==> src/rtl/ro_puf_cnt_ctrl_if.sv <==
`default_nettype none
// ============================================================================
// Module      : ro_puf_cnt_ctrl_if
// Description : Handshake and result bundle between the PUF top-level
//               controller (master) and the RO measurement sequencer (slave).
// Revision    : 1.0 - initial release
// ----------------------------------------------------------------------------
// Signals
//   roen               master->slave  RO enable, level-sensitive
//   ro_a_edge          master->slave  one-cycle pulse per RO A rising edge
//   ro_b_edge          master->slave  one-cycle pulse per RO B rising edge
//   pair_sel           slave->master  RO pair under measurement (drives RO mux)
//   counter_ctrl_state slave->master  00 IDLE, 01 COUNT, 10 COMPARE, 11 DONE
//   sig_bit            slave->master  last computed signature bit
//   sig_valid          slave->master  one-cycle pulse when sig_bit is fresh
//   signature          slave->master  accumulated signature
//   sig_done           slave->master  all signature bits written (sticky)
//   unstable_mask      slave->master  low-margin bit flags (RO_PUF_MARGIN_EN)
// Configuration macro: RO_PUF_MARGIN_EN adds the unstable_mask signal.
// ============================================================================
interface ro_puf_cnt_ctrl_if #(
  parameter int SEL_W    = 7,
  parameter int SIG_BITS = 128
);
  logic                roen;
  logic                ro_a_edge;
  logic                ro_b_edge;
  logic [SEL_W-1:0]    pair_sel;
  logic [1:0]          counter_ctrl_state;
  logic                sig_bit;
  logic                sig_valid;
  logic [SIG_BITS-1:0] signature;
  logic                sig_done;
`ifdef RO_PUF_MARGIN_EN
  logic [SIG_BITS-1:0] unstable_mask;
`endif

  // PUF top-level controller side
  modport master (
    output roen,
    output ro_a_edge,
    output ro_b_edge,
    input  pair_sel,
    input  counter_ctrl_state,
    input  sig_bit,
    input  sig_valid,
    input  signature,
`ifdef RO_PUF_MARGIN_EN
    input  unstable_mask,
`endif
    input  sig_done
  );

  // Measurement sequencer side
  modport slave (
    input  roen,
    input  ro_a_edge,
    input  ro_b_edge,
    output pair_sel,
    output counter_ctrl_state,
    output sig_bit,
    output sig_valid,
    output signature,
`ifdef RO_PUF_MARGIN_EN
    output unstable_mask,
`endif
    output sig_done
  );
endinterface : ro_puf_cnt_ctrl_if
`default_nettype wire

==> src/rtl/ro_puf_cnt_ctrl.sv <==
`default_nettype none
// ============================================================================
// Module      : ro_puf_cnt_ctrl
// Description : RO PUF measurement sequencer. While roen is high it counts
//               synchronized edge pulses of the selected RO pair for a fixed
//               window, compares the two counts, writes one signature bit and
//               steps pair_sel through all SIG_BITS pairs.
// Revision    : 1.0 - initial release
// ----------------------------------------------------------------------------
// Parameters
//   WIN_CYCLES  measurement window length in clk cycles (>= 2)
//   CNT_W       width of each saturating edge counter
//   SIG_BITS    signature length / number of RO pairs
//   SEL_W       pair-select width (>= $clog2(SIG_BITS))
//   MARGIN      minimum stable count difference (RO_PUF_MARGIN_EN only)
// Ports
//   clk         system clock
//   rst         asynchronous, active-low reset
//   bus         ro_puf_cnt_ctrl_if.slave (roen, edges in; results out)
// Configuration macro
//   RO_PUF_MARGIN_EN  adds |cnt_a-cnt_b| < MARGIN detection and the
//                     unstable_mask output; undefined builds have neither.
// ============================================================================
module ro_puf_cnt_ctrl #(
  parameter int WIN_CYCLES = 1024,
  parameter int CNT_W      = 16,
  parameter int SIG_BITS   = 128,
  parameter int SEL_W      = 7
`ifdef RO_PUF_MARGIN_EN
  ,
  parameter int MARGIN     = 4
`endif
) (
  input wire clk,
  input wire rst,
  ro_puf_cnt_ctrl_if.slave bus
);

  // --------------------------------------------------------------------------
  // State encoding doubles as the counter_ctrl_state output value
  // --------------------------------------------------------------------------
  typedef enum logic [1:0] {
    ST_IDLE    = 2'b00,
    ST_COUNT   = 2'b01,
    ST_COMPARE = 2'b10,
    ST_DONE    = 2'b11
  } state_t;

  // Timer only needs to reach WIN_CYCLES-1
  localparam int               TMR_W       = $clog2(WIN_CYCLES);
  localparam logic [TMR_W-1:0] c_win_last  = TMR_W'(WIN_CYCLES - 1);
  localparam logic [CNT_W-1:0] c_cnt_max   = '1;
  localparam logic [SEL_W-1:0] c_last_pair = SEL_W'(SIG_BITS - 1);

  state_t              r_state;
  logic [CNT_W-1:0]    r_cnt_a;
  logic [CNT_W-1:0]    r_cnt_b;
  logic [TMR_W-1:0]    r_timer;
  logic [SEL_W-1:0]    r_pair_sel;
  logic                r_sig_bit;
  logic                r_sig_valid;
  logic [SIG_BITS-1:0] r_signature;
  logic                r_sig_done;

  // Strictly greater: a tie resolves to 0
  logic w_a_gt_b;
  assign w_a_gt_b = (r_cnt_a > r_cnt_b);

  // Saturating increment enables; a counter at full scale stays there
  logic w_inc_a;
  logic w_inc_b;
  assign w_inc_a = bus.ro_a_edge && (r_cnt_a != c_cnt_max);
  assign w_inc_b = bus.ro_b_edge && (r_cnt_b != c_cnt_max);

`ifdef RO_PUF_MARGIN_EN
  // Margin compare is done one bit wider so MARGIN = 2^CNT_W still works
  localparam logic [CNT_W:0] c_margin = (CNT_W + 1)'(MARGIN);

  logic [SIG_BITS-1:0] r_unstable_mask;
  logic [CNT_W-1:0]    w_abs_diff;
  logic                w_below_margin;

  assign w_abs_diff     = w_a_gt_b ? (r_cnt_a - r_cnt_b) : (r_cnt_b - r_cnt_a);
  assign w_below_margin = ({1'b0, w_abs_diff} < c_margin);
`endif

  // --------------------------------------------------------------------------
  // Sequencer: state, counters, timer and all result registers
  // --------------------------------------------------------------------------
  always_ff @(posedge clk or negedge rst) begin
    if (!rst) begin
      r_state     <= ST_IDLE;
      r_cnt_a     <= '0;
      r_cnt_b     <= '0;
      r_timer     <= '0;
      r_pair_sel  <= '0;
      r_sig_bit   <= 1'b0;
      r_sig_valid <= 1'b0;
      r_signature <= '0;
      r_sig_done  <= 1'b0;
`ifdef RO_PUF_MARGIN_EN
      r_unstable_mask <= '0;
`endif
    end else begin
      // sig_valid is a single-cycle pulse, set only by COMPARE
      r_sig_valid <= 1'b0;

      case (r_state)
        ST_IDLE: begin
          r_cnt_a <= '0;
          r_cnt_b <= '0;
          r_timer <= '0;
          // Once the signature is complete the sequencer parks here
          if (bus.roen && !r_sig_done) begin
            r_state <= ST_COUNT;
          end
        end

        ST_COUNT: begin
          if (!bus.roen) begin
            // Abort: drop partial counts, leave pair_sel and signature alone
            r_cnt_a <= '0;
            r_cnt_b <= '0;
            r_timer <= '0;
            r_state <= ST_IDLE;
          end else begin
            // Edges in the final window cycle still count
            if (w_inc_a) begin
              r_cnt_a <= r_cnt_a + 1'b1;
            end
            if (w_inc_b) begin
              r_cnt_b <= r_cnt_b + 1'b1;
            end
            r_timer <= r_timer + 1'b1;
            if (r_timer == c_win_last) begin
              r_state <= ST_COMPARE;
            end
          end
        end

        ST_COMPARE: begin
          // roen is deliberately not looked at here
          r_sig_bit               <= w_a_gt_b;
          r_signature[r_pair_sel] <= w_a_gt_b;
          r_sig_valid             <= 1'b1;
`ifdef RO_PUF_MARGIN_EN
          r_unstable_mask[r_pair_sel] <= w_below_margin;
`endif
          r_state <= ST_DONE;
        end

        ST_DONE: begin
          // Wait for the controller to acknowledge by dropping roen
          if (!bus.roen) begin
            if (r_pair_sel == c_last_pair) begin
              r_sig_done <= 1'b1;
            end else begin
              r_pair_sel <= r_pair_sel + 1'b1;
            end
            r_state <= ST_IDLE;
          end
        end

        default: begin
          r_state <= ST_IDLE;
        end
      endcase
    end
  end

  // --------------------------------------------------------------------------
  // Outputs come straight from registers
  // --------------------------------------------------------------------------
  assign bus.pair_sel           = r_pair_sel;
  assign bus.counter_ctrl_state = r_state;
  assign bus.sig_bit            = r_sig_bit;
  assign bus.sig_valid          = r_sig_valid;
  assign bus.signature          = r_signature;
  assign bus.sig_done           = r_sig_done;
`ifdef RO_PUF_MARGIN_EN
  assign bus.unstable_mask      = r_unstable_mask;
`endif

endmodule : ro_puf_cnt_ctrl
`default_nettype wire

==> src/flat_wrapper.sv <==
// flat-port wrapper written by rule: the top's interface ports become plain ports
module ro_puf_cnt_ctrl_flat 
#(
  parameter int WIN_CYCLES = 1024,
  parameter int CNT_W      = 16,
  parameter int SIG_BITS   = 128,
  parameter int SEL_W      = 7

)
  (clk, rst, bus_roen, bus_ro_a_edge, bus_ro_b_edge, bus_pair_sel, bus_counter_ctrl_state, bus_sig_bit, bus_sig_valid, bus_signature, bus_sig_done);
  ro_puf_cnt_ctrl_if #(.SEL_W(SEL_W), .SIG_BITS(SIG_BITS)) bus_i ();
  input wire clk;
  input wire rst;
  input wire logic [$bits(bus_i.roen)-1:0] bus_roen;
  input wire logic [$bits(bus_i.ro_a_edge)-1:0] bus_ro_a_edge;
  input wire logic [$bits(bus_i.ro_b_edge)-1:0] bus_ro_b_edge;
  output wire logic [$bits(bus_i.pair_sel)-1:0] bus_pair_sel;
  output wire logic [$bits(bus_i.counter_ctrl_state)-1:0] bus_counter_ctrl_state;
  output wire logic [$bits(bus_i.sig_bit)-1:0] bus_sig_bit;
  output wire logic [$bits(bus_i.sig_valid)-1:0] bus_sig_valid;
  output wire logic [$bits(bus_i.signature)-1:0] bus_signature;
  output wire logic [$bits(bus_i.sig_done)-1:0] bus_sig_done;
  assign bus_i.roen = bus_roen;
  assign bus_i.ro_a_edge = bus_ro_a_edge;
  assign bus_i.ro_b_edge = bus_ro_b_edge;
  assign bus_pair_sel = bus_i.pair_sel;
  assign bus_counter_ctrl_state = bus_i.counter_ctrl_state;
  assign bus_sig_bit = bus_i.sig_bit;
  assign bus_sig_valid = bus_i.sig_valid;
  assign bus_signature = bus_i.signature;
  assign bus_sig_done = bus_i.sig_done;
  ro_puf_cnt_ctrl #(.WIN_CYCLES(WIN_CYCLES), .CNT_W(CNT_W), .SIG_BITS(SIG_BITS), .SEL_W(SEL_W)) u_core (.clk(clk), .rst(rst), .bus(bus_i));
endmodule
==> config.mk <==
export PLATFORM = sky130hd
export DESIGN_NAME = ro_puf_cnt_ctrl_flat
export DESIGN_NICKNAME = d
export VERILOG_FILES = /design/src/rtl/ro_puf_cnt_ctrl_if.sv /design/src/rtl/ro_puf_cnt_ctrl.sv /design/src/flat_wrapper.sv
export SDC_FILE = /design/constraint.sdc
export NUM_CORES = 1
export LEC_CHECK = 0
export CAP_MARGIN = 40
export CORE_MARGIN = 3
export CORE_UTILIZATION = 54
export CTS_CLUSTER_DIAMETER = 40
export DETAILED_ROUTE_END_ITERATION = 8
export PLACE_DENSITY = 0.78
export SETUP_SLACK_MARGIN = 0.15
export SLEW_MARGIN = 15
export SYNTH_ARGS = -nofsm -noshare
export SYNTH_HDL_FRONTEND = slang
export SYNTH_SLANG_ARGS = --single-unit
==> constraint.sdc <==
create_clock -name clk -period 3 [get_ports clk]
set_clock_uncertainty 0.1 [all_clocks]
set_input_delay 0.6 -clock clk [delete_from_list [all_inputs] [get_ports clk]]
set_output_delay 0.6 -clock clk [all_outputs]
set_load 0.02 [all_outputs]
==> results of run 1 <==
==> layout make-up <==
class                   instances  area, um2  share of cell area, %
clock buffers                  22        484                   4.31
clock inverters                 7       96.3                  0.857
inverters                      23       86.3                  0.768
multi-input cells             571       4120                   36.6
flip-flops and latches        182       4550                   40.5
well taps                     216        270                   2.40
repair buffers                166       1640                   14.6
==> critical path, cell delays in order (launching register included) <==
cell	delay, ps
dfrtp_1	410
inv_1	100
ha_1	320
nand4_1	190
nor4_2	340
a21boi_1	290
o31ai_4	100
buf_16	240
o31ai_1	410
==> metal layers <==
| layer | vias to the layer above | wire (um) |
|---|---|---|
| li1 | 3412 | - |
| met1 | 3497 | 9870 |
| met2 | 216 | 11300 |
| met3 | 45 | 1130 |
| met4 | 0 | 581 |
| met5 | - | 0 |
==> metrics by stage <==
stage	instances	utilization (%)	hold WS (ps)	total power (uW)	setup WS [ps]
global placement	1158	65.9	391	2570	301
finish	1187	69.5	-8.21	4730	182
detailed placement	1158	65.9	400	2570	296
CTS	1187	69.5	15.9	4770	318
global route	1187	69.5	29.0	4890	119
floorplan	843	-	204	2510	836
==> cell usage after synthesis, drive strengths merged, types with 4 or more instances <==
| cell | number | area (um2) |
|---|---|---|
| or4 | 6 | 45.0 |
| nand2 | 60 | 225 |
| nor2 | 27 | 101 |
| and3 | 9 | 61.3 |
| a21oi | 16 | 80.1 |
| and2 | 5 | 31.3 |
| o41ai | 4 | 42.6 |
| xor2 | 6 | 52.6 |
| o311ai | 6 | 52.6 |
| buf | 24 | 185 |
| or2 | 4 | 25.0 |
| dfrtp | 182 | 4550 |
| nand4 | 17 | 121 |
| o211ai | 15 | 113 |
| nand3 | 27 | 135 |
| nor3 | 5 | 25.0 |
| a21o | 4 | 30.0 |
| clkbuf | 43 | 161 |
| nor2b | 9 | 56.3 |
| nor4 | 4 | 31.3 |
| o21ai | 150 | 751 |
| o31ai | 132 | 1490 |
| xnor2 | 4 | 35.0 |
| a31oi | 7 | 43.8 |
| inv | 23 | 86.3 |
| ha | 20 | 250 |
==> kinds of logic (layout without fill, tap and decap cells) <==
kind of cell,Yosys count,in the layout,synth area share [%]
xor gates and xnor gates,10,10,0.964
muxes,3,3,0.358
buffers and inverters,90,218,4.76
DFF,182,182,50.1
adders and majority gates,20,20,2.75
and+or+nand+nor,184,184,10.4
AOI/OAI and AO/OA,354,354,30.6
==> power groups by stage <==
stage               clock network [uW]  registers [uW]  logic [uW]
floorplan                            0            2500        5.24
finish                            2210            2450        67.7
global placement                     0            2500        70.9
detailed placement                   0            2500        71.0
global route                      2350            2450        79.1
CTS                               2240            2450        71.1
==> flip-flops by register name, indices dropped and copies added, names as in the netlist, named ones only <==
register                       flops
u_core.bus.counter_ctrl_state      1
u_core.bus.pair_sel                7
u_core.bus.sig_bit                 1
u_core.bus.sig_done                1
u_core.bus.sig_valid               1
u_core.bus.signature             128
u_core.r_cnt_a                    16
u_core.r_cnt_b                    16
u_core.r_timer                    10
==> how the worst min path moves through the flow <==
stage,from,end,slack (ps),cells past startpoint
detailed placement,u_core.bus.signature[60],u_core.bus.signature[60],400,2
global placement,u_core.r_timer[7],u_core.r_timer[7],390,1
CTS,rst,u_core.bus.signature[75],20,1
floorplan,rst,async pin,200,0
global route,rst,u_core.bus.signature[73],30,1
finish,rst,u_core.bus.signature[75],-8,1
==> impl_metrics.env, run 1 <==
export IMPL_r2r_slack_ps=180
export IMPL_rr_endpoint="u_core.bus.signature[54]"
export IMPL_hpwl_mm=15.5
export IMPL_grt_setup_unrepaired="true"
export IMPL_hold_ws_ps=-8.21
export IMPL_fin_crit_sh_pct=93.9
export IMPL_top_usage_layer="met2"
export IMPL_dieHeight_um=136
export IMPL_start_util_pct=56.2
export IMPL_fillers=1186
export IMPL_grt_ovfl_total=0
export IMPL_via_per_inst=6.04
export IMPL_crit_type="reg -> reg"
export IMPL_syn2layout_area_growth_pct=23.7
export IMPL_grt_pass1_vias=6809
export IMPL_ctsRootBufferMaster="clkbuf_16"
export IMPL_startpoint="u_core.r_cnt_b[15]"
export IMPL_cts_resized_gates=0
export IMPL_path_max_fanout=129
export IMPL_violations="hold timing"
export IMPL_p_int_uw=3770
export IMPL_synth_area_mm2=0.00909
export IMPL_wire_per_inst_um=19.2
export IMPL_clock_sinks=182
export IMPL_yosysUniqueCellTypes=57
export IMPL_start_kind="flip-flop"
export IMPL_htreeDepth=4
export IMPL_p_sw_uw=963
export IMPL_cts_hold_buffers_added=0
export IMPL_place_area_mm2=0.0107
export IMPL_synth_nets=868
export IMPL_r2r_cells=8
export IMPL_wl_mm=22.8
export IMPL_relSlewSlack_pct=36.4
export IMPL_cts_buffer_depth=2
export IMPL_layout_common_cells="182 x dfrtp_1, 150 x o21ai_0, 143 x clkdlybuf4s50_1"
export IMPL_synth_edff_count=0
export IMPL_num_rows=46
export IMPL_grtUsageMet2_pct=42.3
export IMPL_use_met3_pct=4.38
export IMPL_drt_antenna_violating_nets=0
export IMPL_crit_end="u_core.bus.signature[54]"
export IMPL_synth_area_per_cell_um2=10.8
export IMPL_path_clk_slew_ps=60
export IMPL_num_vias=7170
export IMPL_power_share_clock_pct=46.7
export IMPL_routabilityCongestion=0.905
export IMPL_yosys_warnings=0
export IMPL_worstMarginPinSlew_ps=945
export IMPL_min_period_ps=2820
export IMPL_p_sw_share_pct=20.4
export IMPL_layout_commonest_cell="dfrtp_1"
export IMPL_peakVddDrop_v=0.000362
export IMPL_antenna_found_initial=0
export IMPL_status="finished, violations left"
export IMPL_n_antenna_cell=0
export IMPL_required_ps=3220
export IMPL_slew_viol_final=0
export IMPL_postLayoutCellArea_mm2=0.0112
export IMPL_cts_inserted_buffers=17
export IMPL_drt_iter0_drc=514
export IMPL_grt_pass1_wl_mm=36.6
export IMPL_drv_cap=0
export IMPL_hp_class="in -> async"
export IMPL_finalSetupTns_ps=0
export IMPL_grt_use_total_pct=25.3
export IMPL_post_cts_setup_buffers=0
export IMPL_insertion_delay_ps=430
export IMPL_combPwrFrac_pct=1.4
export IMPL_layout_drive_gt1_share_pct=17.2
export IMPL_setup_viol=0
export IMPL_p_leak_uw=0.00467
export IMPL_synth_ff_type="dfrtp_1"
export IMPL_io_pins=145
export IMPL_synthArstFlopShare_pct=100
export IMPL_globalRouteMet1Util_pct=33.5
export IMPL_dieWidth_um=136
export IMPL_fmax_mhz=355
export IMPL_end_kind="flip-flop"
export IMPL_coreArea_mm2=0.0162
export IMPL_nNetsFinal=986
export IMPL_arrival_ps=3040
export IMPL_grt_max_degree=130
export IMPL_finalHoldViolCount=2
export IMPL_cts_tree="yes"
export IMPL_port_buffers=144
export IMPL_powerDensity_mw_per_mm2=421
export IMPL_die_area_mm2=0.0184
export IMPL_drt_pass1_iter_count=5
export IMPL_route_detailed_drc=0
export IMPL_p_seq_share_pct=51.9
export IMPL_ys_ff_latch=182
export IMPL_synth_seq_area_share_pct=50.1
export IMPL_worstReg2RegStart="u_core.r_cnt_b[15]"
export IMPL_netlist_instances=843
Power figures use the tool's default switching activity.
==> run 2: changes to the inputs <==
--- a/config.mk
+++ b/config.mk
@@ -10,7 +10,7 @@
 export CORE_UTILIZATION = 54
 export CTS_CLUSTER_DIAMETER = 40
 export DETAILED_ROUTE_END_ITERATION = 8
-export PLACE_DENSITY = 0.78
+export PLACE_DENSITY = 0.8
 export SETUP_SLACK_MARGIN = 0.15
 export SLEW_MARGIN = 15
 export SYNTH_ARGS = -nofsm -noshare
==> run 2 against run 1 <==
The flow now finishes without violations. Critical path depth unchanged. Clock power about the same. Highest routed layer unchanged. Wire length rose by 2.2%. Critical endpoint is now u_core.bus.signature[120].
==> impl_metrics.env, run 2 (synthesized netlist as in run 1, its figures left out) <==
export IMPL_p_leak_uw=0.00469
export IMPL_dieHeight_um=136
export IMPL_r2r_slack_ps=290
export IMPL_totalPowerFinal_uw=4760
export IMPL_drt_antenna_violating_nets=0
export IMPL_required_ps=3220
export IMPL_drt_iter0_drc=561
export IMPL_antenna_found_initial=0
export IMPL_wl_mm=23.3
export IMPL_wire_per_inst_um=19.6
export IMPL_drt_pass1_iter_count=7
export IMPL_die_area_mm2=0.0184
export IMPL_grt_pass1_vias=6841
export IMPL_htreeDepth=4
export IMPL_via_per_inst=6.15
export IMPL_relSlewSlack_pct=52.0
export IMPL_cts_hold_buffers_added=0
export IMPL_p_sw_share_pct=21.8
export IMPL_critical_path_max_stage_delay_ps=440
export IMPL_layout_drive_gt1_share_pct=17.6
export IMPL_cp_top_family="compound AO/OA/AOI/OAI gates"
export IMPL_nNetsFinal=988
export IMPL_finalSetupTns_ps=0
export IMPL_wirelength_met1_mm=10.0
export IMPL_critPathSlowestCell="dfrtp_1"
export IMPL_hp_class="in -> async"
export IMPL_status="finished clean"
export IMPL_p_sw_uw=1040
export IMPL_io_pins=145
export IMPL_end_kind="flip-flop"
export IMPL_p_int_uw=3720
export IMPL_place_area_mm2=0.0107
export IMPL_power_share_clock_pct=47.0
export IMPL_cts_tree="yes"
export IMPL_post_cts_setup_buffers=0
export IMPL_crit_type="reg -> reg"
export IMPL_path_max_fanout=87
export IMPL_largest_register_ffs=128
export IMPL_insertion_delay_ps=430
export IMPL_cts_inserted_buffers=17
export IMPL_syn2layout_area_growth_pct=24.2
export IMPL_grt_pass1_wl_mm=36.8
export IMPL_worstMarginPinSlew_ps=718
export IMPL_cp_num_buf_inv=2
export IMPL_grt_ovfl_total=0
export IMPL_fmax_mhz=369
export IMPL_route_detailed_drc=0
export IMPL_hpwl_mm=15.8
export IMPL_fin_crit_sh_pct=90.4
export IMPL_arrival_ps=2930
export IMPL_path_clk_slew_ps=70
export IMPL_p_seq_share_pct=51.5
export IMPL_powerDensity_mw_per_mm2=422
export IMPL_layout_common_cells="182 x dfrtp_1, 150 x o21ai_0, 143 x clkdlybuf4s50_1"
export IMPL_slew_viol_final=0
export IMPL_cp_cell_sequence="inv_1 -> ha_1 -> nand4_1 -> nor4_2 -> a21boi_1 -> o31ai_4 -> buf_12 -> o31ai_2"
export IMPL_grt_max_degree=88
export IMPL_wl_met3_mm=1.32
export IMPL_peakVddDrop_v=0.000363
export IMPL_cts_resized_gates=0
export IMPL_grt_use_total_pct=25.3
export IMPL_routed_top_layer="met4"
export IMPL_coreArea_mm2=0.0162
export IMPL_min_period_ps=2710
export IMPL_clock_sinks=182
export IMPL_dieWidth_um=136
export IMPL_postLayoutCellArea_mm2=0.0113
export IMPL_ctsRootBufferMaster="clkbuf_16"
export IMPL_finalHoldViolCount=0
export IMPL_start_util_pct=56.2
export IMPL_dr_wl_met2_mm=11.5
export IMPL_grt_setup_unrepaired="false"
export IMPL_drv_cap=0
export IMPL_setup_viol=0
export IMPL_num_vias=7319
export IMPL_num_rows=46
export IMPL_port_buffers=144
export IMPL_routabilityCongestion=0.871
export IMPL_combPwrFrac_pct=1.5
export IMPL_cts_buffer_depth=2
export IMPL_n_antenna_cell=0
export IMPL_layout_commonest_cell="dfrtp_1"
export IMPL_start_kind="flip-flop"
-- run 2: cell types whose count changed in the layout (fill, tap and decap cells not counted), sizes merged --
| cell | previous run | this run |
|---|---|---|
| buf | 23 | 25 |
| inv | 24 | 27 |
| clkbuf | 22 | 18 |
| clkinv | 1 | 3 |
| clkinvlp | 3 | 4 |
-- run 2: worst paths after layout --
kind	cells past startpoint	end	from
max reg2reg	8	u_core.bus.signature[120]	u_core.r_cnt_b[14]
min reg2reg	2	u_core.bus.sig_bit	u_core.bus.sig_bit
max in group asynchronous	2	u_core.bus.signature[40]	rst
min	1	u_core.bus.signature[75]	rst
min in group clk	2	u_core.bus.sig_bit	u_core.bus.sig_bit
max	8	u_core.bus.signature[120]	u_core.r_cnt_b[14]
-- run 2: area by class of cell --
cell class	instances	area (um2)
clock buffers	18	439
clock inverters	13	146
fillers	1157	4890
inverters	23	86.3
multi-input cells	571	4120
flip-flops and latches	182	4550
well taps	216	270
repair buffers	168	1670
-- run 2: power by group through the flow --
stage	logic (uW)	clock network, uW	registers [uW]
3_5_place_dp	72.8	0	2500
6_report	69.4	2240	2450
4_1_cts	72.8	2260	2450
2_1_floorplan	5.24	0	2500
3_3_place_gp	72.4	0	2500
5_1_grt	80.2	2360	2450
-- run 2: per-stage QoR --
stage / util (%) / hold slack [ps] / setup WS (ps) / instances
floorplan: - / 204 / 836 / 843
global placement: 66.2 / 366 / 390 / 1160
detailed placement: 66.2 / 383 / 338 / 1160
CTS: 69.8 / 21.4 / 300 / 1191
global route: 69.8 / 36.2 / 168 / 1191
finish: 69.8 / 7.58 / 288 / 1191
-- run 2: layer usage --
metal  GRT usage, %  vias to the layer above
met2           42.1                      270
met5              0                        -
li1               -                     3415
met1           34.2                     3597
met4           8.06                        0
met3           4.27                       37
